--- src/rtl/hazard_scoreboard.sv ---
// ID-stage hazard unit: per-register pending scoreboard for the int and float files, stalling on RAW/WAW/capacity.
// Optional WB_BYPASS_EN: same-cycle writeback masks RAW/WAW hazards and frees capacity for the current ID instruction.
module hazard_scoreboard #(
    parameter  int NREGS       = 32,
    parameter  int MAX_PENDING = 4,
    parameter  int NSRC        = 3,
    localparam int RW          = (NREGS > 1) ? $clog2(NREGS) : 1,
    localparam int CW          = $clog2(MAX_PENDING + 1)
) (
    input  logic                 clk,
    input  logic                 rst_n,
    input  logic                 id_valid,
    input  logic [NSRC*RW-1:0]   id_rs,
    input  logic [NSRC-1:0]      id_rs_used,
    input  logic [NSRC-1:0]      id_rs_float,
    input  logic [RW-1:0]        id_rd,
    input  logic                 id_rd_float,
    input  logic                 id_long,
    input  logic                 wb_valid,
    input  logic [RW-1:0]        wb_rd,
    input  logic                 wb_float,
    output logic                 c_sel,
    output logic                 id_stall,
    output logic                 pc_stall,
    output logic [CW-1:0]        pending_cnt
);

    logic [NREGS-1:0] sb_int_r;
    logic [NREGS-1:0] sb_fp_r;
    logic [CW-1:0]    cnt_r;

    logic [NREGS-1:0] sb_int_n_s;
    logic [NREGS-1:0] sb_fp_n_s;
    logic [CW-1:0]    cnt_n_s;

    logic             raw_s;
    logic             waw_s;
    logic             cap_s;
    logic             cap_full_s;
    logic             clr_s;
    logic             hazard_s;
    logic             stall_s;
    logic             issue_s;
    logic             rd_in_range_s;

    // Indices beyond NREGS (non power-of-two files) never name a real register.
    function automatic logic in_range(input logic [RW-1:0] idx);
        return ({{(32-RW){1'b0}}, idx} < 32'(NREGS));
    endfunction

    function automatic logic is_pending(input logic [NREGS-1:0] sb_i,
                                        input logic [NREGS-1:0] sb_f,
                                        input logic             is_float,
                                        input logic [RW-1:0]    idx);
        logic hit;
        if (!in_range(idx)) begin
            hit = 1'b0;
        end else if (is_float) begin
            hit = sb_f[idx];
        end else begin
            hit = sb_i[idx];
        end
        return hit;
    endfunction

`ifdef WB_BYPASS_EN
    function automatic logic wb_match(input logic          wv,
                                      input logic [RW-1:0] wr,
                                      input logic          wf,
                                      input logic          is_float,
                                      input logic [RW-1:0] idx);
        return wv & (wr == idx) & (wf == is_float);
    endfunction
`endif

    // Hazard detection against the current scoreboard and ID operands.
    always_comb begin
        logic [RW-1:0] src_idx;
        logic          src_hit;
        raw_s   = 1'b0;
        src_idx = {RW{1'b0}};
        src_hit = 1'b0;
        for (int i = 0; i < NSRC; i++) begin
            src_idx = id_rs[i*RW +: RW];
            src_hit = is_pending(sb_int_r, sb_fp_r, id_rs_float[i], src_idx);
`ifdef WB_BYPASS_EN
            src_hit = src_hit & ~wb_match(wb_valid, wb_rd, wb_float, id_rs_float[i], src_idx);
`endif
            raw_s = raw_s | (id_rs_used[i] & src_hit);
        end

        waw_s = id_long & is_pending(sb_int_r, sb_fp_r, id_rd_float, id_rd);
`ifdef WB_BYPASS_EN
        waw_s = waw_s & ~wb_match(wb_valid, wb_rd, wb_float, id_rd_float, id_rd);
`endif

        clr_s      = wb_valid & is_pending(sb_int_r, sb_fp_r, wb_float, wb_rd);
        cap_full_s = (cnt_r == CW'(MAX_PENDING));
`ifdef WB_BYPASS_EN
        cap_s = id_long & cap_full_s & ~clr_s;
`else
        cap_s = id_long & cap_full_s;
`endif

        hazard_s = id_valid & (raw_s | waw_s | cap_s);
        if (rst_n) begin
            stall_s = hazard_s;
        end else begin
            stall_s = 1'b0;
        end

        rd_in_range_s = in_range(id_rd);
        issue_s = id_valid & id_long & ~hazard_s & rd_in_range_s
                & ~(~id_rd_float & (id_rd == {RW{1'b0}}));
    end

    // Next scoreboard state: clear first so a same-register set wins.
    always_comb begin
        sb_int_n_s = sb_int_r;
        sb_fp_n_s  = sb_fp_r;
        if (clr_s) begin
            if (wb_float) begin
                sb_fp_n_s[wb_rd] = 1'b0;
            end else begin
                sb_int_n_s[wb_rd] = 1'b0;
            end
        end else begin
            sb_int_n_s = sb_int_n_s;
        end
        if (issue_s) begin
            if (id_rd_float) begin
                sb_fp_n_s[id_rd] = 1'b1;
            end else begin
                sb_int_n_s[id_rd] = 1'b1;
            end
        end else begin
            sb_fp_n_s = sb_fp_n_s;
        end
        sb_int_n_s[0] = 1'b0;

        case ({issue_s, clr_s})
            2'b10:   cnt_n_s = cnt_r + CW'(1);
            2'b01:   cnt_n_s = cnt_r - CW'(1);
            default: cnt_n_s = cnt_r;
        endcase
    end

    // Scoreboard and outstanding-op counter registers.
    always_ff @(posedge clk) begin
        if (!rst_n) begin
            sb_int_r <= {NREGS{1'b0}};
            sb_fp_r  <= {NREGS{1'b0}};
            cnt_r    <= {CW{1'b0}};
        end else begin
            sb_int_r <= sb_int_n_s;
            sb_fp_r  <= sb_fp_n_s;
            cnt_r    <= cnt_n_s;
        end
    end

    assign c_sel       = stall_s;
    assign id_stall    = stall_s;
    assign pc_stall    = stall_s;
    assign pending_cnt = cnt_r;

endmodule

--- config.mk ---
export PLATFORM = sky130hd
export DESIGN_NAME = hazard_scoreboard
export DESIGN_NICKNAME = d
export VERILOG_FILES = /design/src/rtl/hazard_scoreboard.sv
export SDC_FILE = /design/constraint.sdc
export NUM_CORES = 1
export LEC_CHECK = 0
export ABC_AREA = 1
export BUFFER_PORTS_ARGS = -buffer_cell sky130_fd_sc_hd__buf_2
export CAP_MARGIN = 20
export CORE_MARGIN = 4
export CORE_UTILIZATION = 65
export CTS_CLUSTER_DIAMETER = 100
export CTS_CLUSTER_SIZE = 16
export DETAILED_ROUTE_END_ITERATION = 10
export PLACE_DENSITY_LB_ADDON = 0.12
export SLEW_MARGIN = 20
export SYNTH_ARGS = -nofsm -noshare
export SYNTH_HDL_FRONTEND = slang
export SYNTH_SLANG_ARGS = --single-unit
--- constraint.sdc ---
create_clock -name clk -period 6.1 [get_ports clk]
set_input_delay 0.305 -clock clk [delete_from_list [all_inputs] [get_ports clk]]
set_output_delay 0.305 -clock clk [all_outputs]
set_load 0.05 [all_outputs]
# ---- Yosys cells after proc, flatten, opt, wreduce, memory -nomap -nowiden
# Index checks and enable logic that the tools add are counted.
# W data, S select, Z words.
dict set report classes {
  n_addsub 2
  n_lt_le_gt_ge 7
  eq_ne 3
  muxes 39
  bitwise 23
  reduce_logical 4
}
# operator count
set ops {}
lappend ops {{$mux W32} 8}
lappend ops {{$and A32 B32 Y32} 2}
lappend ops {{$or A32 B32 Y32} 2}
lappend ops {{$bmux W1 S5} 10}
lappend ops {{$not A32 Y32} 1}
lappend ops {{$lt A5 B6 Y1 const B} 5}
lappend ops {{$mux W1} 18}
lappend ops {{$and A1 B1 Y1} 11}
lappend ops {{$demux W1 S5} 2}
lappend ops {{$ge A5 B1 Y1 const B} 2}
lappend ops {{$pmux W3 S2} 1}
lappend ops {{$logic_not A5 Y1} 1}
lappend ops {{$or A1 B1 Y1} 4}
lappend ops {{$add A3 B1 Y3 const B} 1}
lappend ops {{$eq A3 B3 Y1 const B} 1}
lappend ops {{$not A1 Y1} 3}
lappend ops {{$sub A3 B1 Y3 const B} 1}
lappend ops {{$eq A2 B1 Y1 const B} 1}
lappend ops {{$eq A2 B2 Y1 const B} 1}
lappend ops {{$logic_and A1 B1 Y1} 2}
lappend ops {{$reduce_bool A2 Y1} 1}
dict set report word_totals {
  elab_cells 82
  out_inout_bits 6
  register_bits 67
  input_bits 38
}

# ---- Logic depth before layout (Yosys ltp)
# Gate-level depths: netlist (run 1).
dict set report logic_depth {
  ltp_word 14
  depth_mapped 24
  mapped_depth_nobuf 22
}

# ---- Worst setup path after synthesis (run 1)
# OpenSTA, ideal clock, no wires.
dict set report synth_path {
  path_type {input -> output}
  start {input port id_rs[10]}
  end {output port id_stall}
  path_buffers 4
  setup_slack_ns 3.142
  cell_stages 17
  t_arrival_ns 2.653
  required_ns 5.795
  cell_sequence {buf_2 -> inv_1 -> clkbuf_1 -> nand2_1 -> nand3_1 -> nand3_1 -> nand2_1 -> nand2_1 -> nand2_1 -> nand2_1 -> nand3_1 -> nand3_1 -> nand2_1 -> nor2_1 -> clkbuf_1 -> nor2_1 -> buf_4}
}
dict set report synth_via {
  elab_chain_len 9
  word_cells_on_any_way 11
  cone_classes {mux (6); bitwise (5)}
}
# element line_no
set synth_lines {}
lappend synth_lines {{start, declared} 13} ;# input logic [NSRC*RW-1:0] id_rs,
lappend synth_lines {{$bmux W1 S5, on equally long branches} {61, 59}}
lappend synth_lines {{$mux W1, on equally long branches} {61, 59}}
lappend synth_lines {{$mux W1 (*)} 58} ;# end else if (is_float) begin
lappend synth_lines {{$and A1 B1 Y1 (*)} 89} ;# raw_s = raw_s | (id_rs_used[i] & src_hit);
lappend synth_lines {{$or A1 B1 Y1 (*)} 89}
lappend synth_lines {{$or A1 B1 Y1 (*) (2 in series)} 105} ;# hazard_s = id_valid & (raw_s | waw_s | cap_s);
lappend synth_lines {{$and A1 B1 Y1 (*)} 105}
lappend synth_lines {{$mux W1 (*)} 106} ;# if (rst_n) begin
lappend synth_lines {{end, declared} 23} ;# output logic id_stall,
# Every way passes the cells marked *; elsewhere a longest branch is shown, timed or not. The select of a mux whose other input is x is not followed.

# ---- Worst setup path in the final report (run 1)
dict set report layout_path {
  start {input port id_rd[0]}
  end {output port pc_stall}
}
dict set report layout_via {
  elab_chain_len 8
  word_cells_on_any_way 10
  cone_classes {mux (6); bitwise (4)}
}
# element line_no
set layout_lines {}
lappend layout_lines {{start, declared} 16} ;# input logic [RW-1:0] id_rd,
lappend layout_lines {{$bmux W1 S5, on equally long branches} {61, 59}}
lappend layout_lines {{$mux W1, on equally long branches} {61, 59}}
lappend layout_lines {{$mux W1 (*)} 58}
lappend layout_lines {{$and A1 B1 Y1 (*)} 92} ;# waw_s = id_long & is_pending(sb_int_r, sb_fp_r, id_rd_float, id_rd);
lappend layout_lines {{$or A1 B1 Y1 (*) (2 in series)} 105}
lappend layout_lines {{$and A1 B1 Y1 (*)} 105}
lappend layout_lines {{$mux W1 (*)} 106}
lappend layout_lines {{end, declared} 24} ;# output logic pc_stall,
# Marks and branches as above.

==> impl_metrics.csv, run 1 <==
group,metric,value,unit
clocking,max-clock-path-buffers,2,
global_routing,antenna_found_initial,0,
routing,vias_per_cell,6.400,
global_routing,grt_use_total,0.4247,
finish,final_util,0.6876,
power,leakage,2.792,nW
place,portBuffers,43,
synth,synth_top_cell_by_area,"nand2_1",
global_routing,grt_pass1_vias,7903,
finish,postLayoutCellArea,0.007162,mm2
clocking,cts_tree,"yes",
routing,vias,9011,
power,total_power,1.027,mW
clocking,clk_pin_slew,0.07,ns
finish,antennaDiodeCount,0,
synth,synth_edf_count,0,
place,placed_cell_area,0.006998,mm2
finish,drive_gt1_frac,0.1030,
critical_path,critical_path.startpoint_type,"primary input",
clocking,cts_sinks,66,
critical_path,arrival,3.70,ns
routing,drtIter0Drc,1335,
clocking,numCtsBuffers,9,
floorplanning,core-area,0.01042,mm2
routing,post_drt_wl_per_cell,19.03,um
job,maxCapViolations,0,
routing,dr.pass1.iters,6,
synth,synth_flop_cell,"dfxtp_1",
synth,synth_seq_cells,66,
critical_path,r2r_start,"sb_int_r[11]",
synth,syn-cell-area,0.007035,mm2
synth,ys_seq_area_frac,0.1878,
power,comb_power_share,0.251,
synth,synth.distinct_cells,38,
place,gp_congestion,1.011,
synth,synthTopCellsByArea,"nand2_1 27%, dfxtp_1 19%, nand3_1 18%",
finish,nFillCells,1088,
outcome,outcome,"completed",
finish,final_cells,1408,
synth,netlist.area_leader.share,0.2726,
critical_path,crit_path_end,"pc_stall",
critical_path,critical_path.max_fanout,48,
place,placed_cells,1392,
critical_path,worst_ep_required_time,5.79,ns
place,dp_hpwl,17770,um
critical_path,reg2reg_depth,21,
clocking,cts_hold_buf,0,
clocking,h-tree-depth,3,
power,power_density,143.4,mW/mm2
sta,max_freq,249.8,MHz
floorplanning,fp.dieArea,0.01255,mm2
power,switchingPower,0.3813,mW
floorplanning,die_w,112.0,um
floorplanning,start_util,0.6754,
clocking,cts_setup_buffers,0,
sta,fin_crit,4.004,ns
sta,setup_viol,0,
global_routing,grt_max_degree,65,
floorplanning,ioPinCount,44,
critical_path,r2r_end,"pending_cnt[2]",
critical_path,worstSetupPathType,"in2out",
power,swShare,0.3711,
power,pwr-share-seq,0.426,
sta,final_hold_viol_count,0,
synth,netlist_instances,1300,
sta,drv_slew,0,
global_routing,grt_overflow,0,
floorplanning,die_height,112.0,um
power,ir_worst_vdd,147.3,uV
routing,totalWireLength,26800,um
critical_path,crit_start,"id_rd[0]",
sta,maxSlewHeadroom,0.3113,
routing,final_antenna_net_count,0,
sta,finalSetupTns,0,ns
routing,route.detailed.drc,0,
power,clkPwrFrac,0.323,
synth,syn_nets,1340,
sta,rsz0062_at_grt,"no",
finish,area_delta_synth_final,1.796,%
finish,fin_nets,1307,
floorplanning,fp-row-count,37,
sta,clock-skew-final,0.01248,ns
synth,ys.warnings.count,0,
sta,finalCritPeriodShare,0.6564,
global_routing,grt_pass1_wl,42820,um
clocking,clk_latency,0.37,ns
sta,worstMarginPinSlew,1.033,ns
clocking,post_cts_resized,0,
critical_path,critPathCaptureType,"primary output",
clocking,cts-root-buf,"clkbuf_8",
synth,avgSynthCellArea,5.412,um2
synth,synthArstFlopShare,0,
power,p_int,0.6461,mW
critical_path,reg2reg_slack,3.15,ns
worst_hold_path,hp-class,"in2reg",
[layer usage]
| metal | share of wire | GRT usage | up-vias | routed length [um] |
|---|---|---|---|---|
| li1 | - | - | 4202 | - |
| met1 | 0.36 | 0.5641 | 3922 | 9721 |
| met2 | 0.41 | 0.6311 | 712 | 11050 |
| met3 | 0.15 | 0.09704 | 175 | 4134 |
| met4 | 0.070 | 0.2476 | 0 | 1889 |
| met5 | 0 | 0 | - | 0 |
[cell families after synthesis]
logic type / after synthesis / synth area share
flops: 66 / 0.1878
compound gates: 130 / 0.1147
simple gates: 952 / 0.5938
fa+ha+maj: 2 / 0.004624
buf+inv: 150 / 0.09905
[worst min-delay path by stage]
stage | cells past startpoint | slack (ns) | from | end
detailed placement | 2 | 0.46 | sb_int_r[4] | sb_int_r[4]
floorplan | 2 | 0.44 | rst_n | pending_cnt[0]
global route | 3 | 0.22 | rst_n | pending_cnt[1]
CTS | 3 | 0.21 | rst_n | pending_cnt[0]
finish | 3 | 0.21 | rst_n | pending_cnt[0]
global placement | 2 | 0.45 | sb_int_r[3] | sb_int_r[3]
[worst max-delay path: stages]
cell     delay, ns
buf_2         0.45
inv_2         0.34
nor2_1        0.85
nand2_1       0.12
nand2_1       0.10
nor2_1        0.04
nor2_1        0.07
nor2_1        0.05
nand3_1       0.07
nand2_1       0.08
nand2_1       0.07
nand2_1       0.10
nand2_1       0.13
nor2_4        0.10
buf_4         0.29
nor2_1        0.20
buf_2         0.29
[Yosys cell counts (all sizes together), types with 23 or more instances]
master and number:
a21oi 77, a22oi 25, buf 47, clkbuf 45, dfxtp 66, inv 57
nand2 516, nand3 281, nor2 108, nor3 40, o21ai 23
[state kept, by name (all words and copies together) (netlist names)]
register and flops:
pending_cnt 3, sb_int_r 31, sb_fp_r 32
[cells in the final DEF, fill, tap and decap left out, types with 2 or more instances in the layout]
cell type / count
inv_2: 12
nand3b_1: 2
nand3_2: 20
o21ai_0: 20
buf_4: 5
nand2_1: 511
dfxtp_1: 66
clkbuf_8: 10
nand2_2: 3
nor3_1: 40
clkinv_2: 3
nor2_4: 2
clkbuf_1: 3
inv_1: 45
nor2_1: 102
a22oi_1: 25
o22ai_1: 2
nand3_1: 260
o21ai_1: 2
a21oi_2: 21
a21oi_1: 55
buf_2: 43
nor2_2: 4
nand2_4: 2
[stage by stage]
stage / hold WS, ns / worst slack [ns]
floorplan: 0.4434 / 3.142
global placement: 0.4517 / 2.190
global route: 0.2243 / 1.750
CTS: 0.2058 / 2.268
finish: 0.2104 / 2.096
detailed placement: 0.4582 / 2.120
[layout make-up]
cell class,instances,area [um2],area share
Inverter,58,217.7,0.03040
Timing Repair Buffer,48,252.7,0.03529
Multi-Input combinational cell,1084,5036,0.7032
Tap cell,136,170.2,0.02376
Sequential cell,66,1321,0.1845
Clock buffer,13,148.9,0.02079
Clock inverter,3,15.01,0.002096
[power by group through the flow]
stage                     registers, mW  clock network (mW)  logic [mW]
after floorplan                   0.451                   0       0.192
after global placement            0.447                   0       0.248
after detailed placement          0.447                   0       0.249
after CTS                         0.437               0.331       0.249
after global routing              0.437               0.355       0.279
final                             0.438               0.332       0.258
(Power assumes the default switching activity.)
==> run 2: changes to the inputs <==
--- a/config.mk
+++ b/config.mk
@@ -5,11 +5,11 @@
 export SDC_FILE = /design/constraint.sdc
 export NUM_CORES = 1
 export LEC_CHECK = 0
-export ABC_AREA = 1
+export ABC_AREA = 0
 export BUFFER_PORTS_ARGS = -buffer_cell sky130_fd_sc_hd__buf_2
 export CAP_MARGIN = 20
 export CORE_MARGIN = 4
-export CORE_UTILIZATION = 65
+export CORE_UTILIZATION = 62
 export CTS_CLUSTER_DIAMETER = 100
 export CTS_CLUSTER_SIZE = 16
 export DETAILED_ROUTE_END_ITERATION = 10
==> constraint.sdc (replaced) <==
create_clock -name clk -period 3.8 [get_ports clk]
set_input_delay 0.19 -clock clk [delete_from_list [all_inputs] [get_ports clk]]
set_output_delay 0.19 -clock clk [all_outputs]
set_load 0.05 [all_outputs]
==> impl_metrics.csv, run 2 <==
group,metric,value,unit
floorplanning,fp-row-count,35,
floorplanning,start_util,0.6482,
clocking,clk_pin_slew,0.08,ns
synth,netlist_instances,652,
global_routing,grt_overflow,0,
critical_path,critical_path.max_fanout,6,
critical_path,arrival,3.60,ns
critical_path,critical_path.startpoint_type,"flop",
sta,hold-worst-slack,0.2648,ns
synth,synthTopCellsByArea,"mux4_2 23%, dfxtp_1 22%, nand2_1 4.4%",
critical_path,cp_common_cell,"and3_1",
clocking,cts_sinks,66,
clocking,max-clock-path-buffers,2,
synth,ys.warnings.count,0,
sta,maxSlewHeadroom,0.2748,
finish,top_register,"sb_fp_r",
finish,fin_nets,693,
clocking,cts_tree,"yes",
floorplanning,die_w,107.0,um
routing,post_drt_wl_per_cell,26.39,um
synth,synth_seq_cells,66,
finish,antennaDiodeCount,0,
routing,dr.pass1.iters,8,
synth,synthTopCellsByCount,"71 x nand2_1, 66 x dfxtp_1, 63 x mux4_2",
power,leakage,2.418,nW
critical_path,critical-path-top-delay-family,"simple AND/OR/NAND/NOR gates",
power,power_density,281.2,mW/mm2
finish,largest_reg_flops,32,
synth,synth.distinct_cells,66,
critical_path,cpMaxStageDelayCell,"mux4_2",
floorplanning,core-area,0.009371,mm2
routing,final_antenna_net_count,0,
place,gp_congestion,0.9998,
power,pwr-share-seq,0.382,
critical_path,critPathCaptureType,"flop",
routing,vias,6011,
clocking,cts_hold_buf,0,
clocking,cts-root-buf,"clkbuf_8",
finish,area_delta_synth_final,7.147,%
finish,multiInputGateArea,0.004354,mm2
synth,syn_nets,692,
power,comb_power_share,0.180,
sta,max_freq,300.5,MHz
sta,drv_slew,0,
job,maxCapViolations,0,
critical_path,r2r_start,"sb_int_r[11]",
finish,drive_gt1_frac,0.2553,
sta,fin_crit,3.328,ns
global_routing,grt_max_degree,82,
synth,avgSynthCellArea,9.317,um2
global_routing,grt_pass1_wl,32760,um
critical_path,worst_path_largest_cell_delay,0.50,ns
outcome,outcome,"completed",
critical_path,crit_start,"sb_int_r[11]",
sta,finalCritPeriodShare,0.8759,
critical_path,path_cells,"mux4_2 > mux2_2 > and3_1 > o41ai_1 > o311a_1 > and3_1 > nand2_1 > ha_1 > inv_1 > fa_1 > xor2_1 > or3_1 > a21boi_0",
critical_path,worst_ep_required_time,4.08,ns
finish,final_common_cell,"nand2_1",
power,switchingPower,0.5249,mW
power,swShare,0.2868,
clocking,cts_setup_buffers,0,
critical_path,cp_num_buf_inv,1,
synth,synthArstFlopShare,0,
worst_hold_path,hp-class,"in2reg",
synth,synth_edf_count,0,
routing,totalWireLength,20770,um
sta,finalSetupTns,0,ns
synth,netlist.area_leader.share,0.2336,
place,dp_hpwl,15000,um
clocking,numCtsBuffers,9,
finish,nFillCells,781,
routing,route.detailed.drc,0,
floorplanning,fp.dieArea,0.01145,mm2
clocking,clk_latency,0.35,ns
sta,rsz0062_at_grt,"no",
synth,synth_flop_cell,"dfxtp_1",
sta,clock-skew-final,0.008408,ns
global_routing,grt_pass1_vias,5771,
power,clkPwrFrac,0.438,
sta,worstMarginPinSlew,1.085,ns
worst_hold_path,min_from,"id_rd_float",
place,portBuffers,43,
finish,final_util,0.6945,
clocking,h-tree-depth,3,
floorplanning,die_height,107.0,um
floorplanning,ioPinCount,44,
synth,synth_most_common_cell,"nand2_1",
global_routing,antenna_found_initial,0,
critical_path,worstSetupPathType,"reg2reg",
synth,syn-cell-area,0.006075,mm2
finish,final_cell_mix,"71 x nand2_1, 66 x dfxtp_1, 63 x mux4_2, 43 x buf_2, 34 x a31oi_1",
global_routing,grt_use_total,0.3747,
clocking,post_cts_resized,0,
power,ir_worst_vdd,282.8,uV
finish,seqCellArea,0.001321,mm2
routing,vias_per_cell,7.638,
sta,final_hold_viol_count,0,
routing,drtIter0Drc,900,
synth,synth_top_cell_by_area,"mux4_2",
power,p_int,1.306,mW
synth,ys_seq_area_frac,0.2175,
sta,setup_viol,0,
[run 2: cell types whose count changed after synthesis, moves of 21 or more]
cell     change
a31o_1      +26
a31oi_1     +34
nor2_1      -77
nand3_1    -236
inv_1       -34
nor3_1      -27
a21oi_2     -21
mux2i_1     +22
a21oi_1     -37
nand2_1    -440
mux4_2      +63
[run 2: worst paths after layout]
check / slack (ns) / end / depth (start not counted)
max: 0.47 / pending_cnt[2] / 13
min: 0.26 / sb_fp_r[3] / 3
max reg2reg: 0.47 / pending_cnt[2] / 13
min reg2reg: 0.54 / pending_cnt[2] / 2
[run 2: logic make-up (layout without fill, tap and decap cells)]
| group | count (synthesis) | count (layout) | synth area share |
|---|---|---|---|
| AO/OA/AOI/OAI | 185 | 185 | 0.2266 |
| XOR/XNOR | 2 | 2 | 0.002884 |
| adder cells (fa/ha/maj) | 2 | 2 | 0.005355 |
| buffers and inverters | 84 | 90 | 0.06900 |
| flip-flops | 66 | 66 | 0.2175 |
| multiplexers | 104 | 104 | 0.3050 |
| AND/OR/NAND/NOR | 209 | 209 | 0.1736 |
[run 2: routing by layer]
layer,global-route usage,part of all wire
met5,0,0
met4,0.1233,0.034
met3,0.08248,0.13
met2,0.5778,0.46
met1,0.5264,0.38
[run 2: per-stage QoR]
stage / setup WS (ns) / cell area [um2] / total power, mW / instances
floorplan: 0.6140 / 6075 / 0.9595 / 652
global placement: 0.3944 / 6238 / 1.030 / 771
detailed placement: 0.3206 / 6238 / 1.036 / 771
CTS: 0.5149 / 6504 / 1.824 / 787
global route: 0.1857 / 6509 / 1.889 / 787
finish: 0.4717 / 6509 / 1.830 / 787
[run 2: power groups by stage]
| stage | Combinational [mW] | Clock, mW | Sequential [mW] |
|---|---|---|---|
| 2_1_floorplan | 0.242 | 0 | 0.718 |
| 3_3_place_gp | 0.315 | 0 | 0.716 |
| 3_5_place_dp | 0.320 | 0 | 0.716 |
| 4_1_cts | 0.321 | 0.804 | 0.699 |
| 5_1_grt | 0.348 | 0.841 | 0.700 |
| 6_report | 0.329 | 0.801 | 0.700 |
[run 2: layout make-up]
| class | instances | area share |
|---|---|---|
| clock buffers | 10 | 0.01961 |
| clock inverters | 6 | 0.02115 |
| inverters | 11 | 0.006344 |
| multi-input cells | 502 | 0.6690 |
| flip-flops and latches | 66 | 0.2030 |
| well taps | 129 | 0.02480 |
| repair buffers | 63 | 0.05613 |
[run 2: worst min-delay path, delay by kind of cell]
family,cells,cell delay [ns]
buffers and inverters,1,0.20
AO/OA/AOI/OAI,1,0.07
AND/OR/NAND/NOR,1,0.11
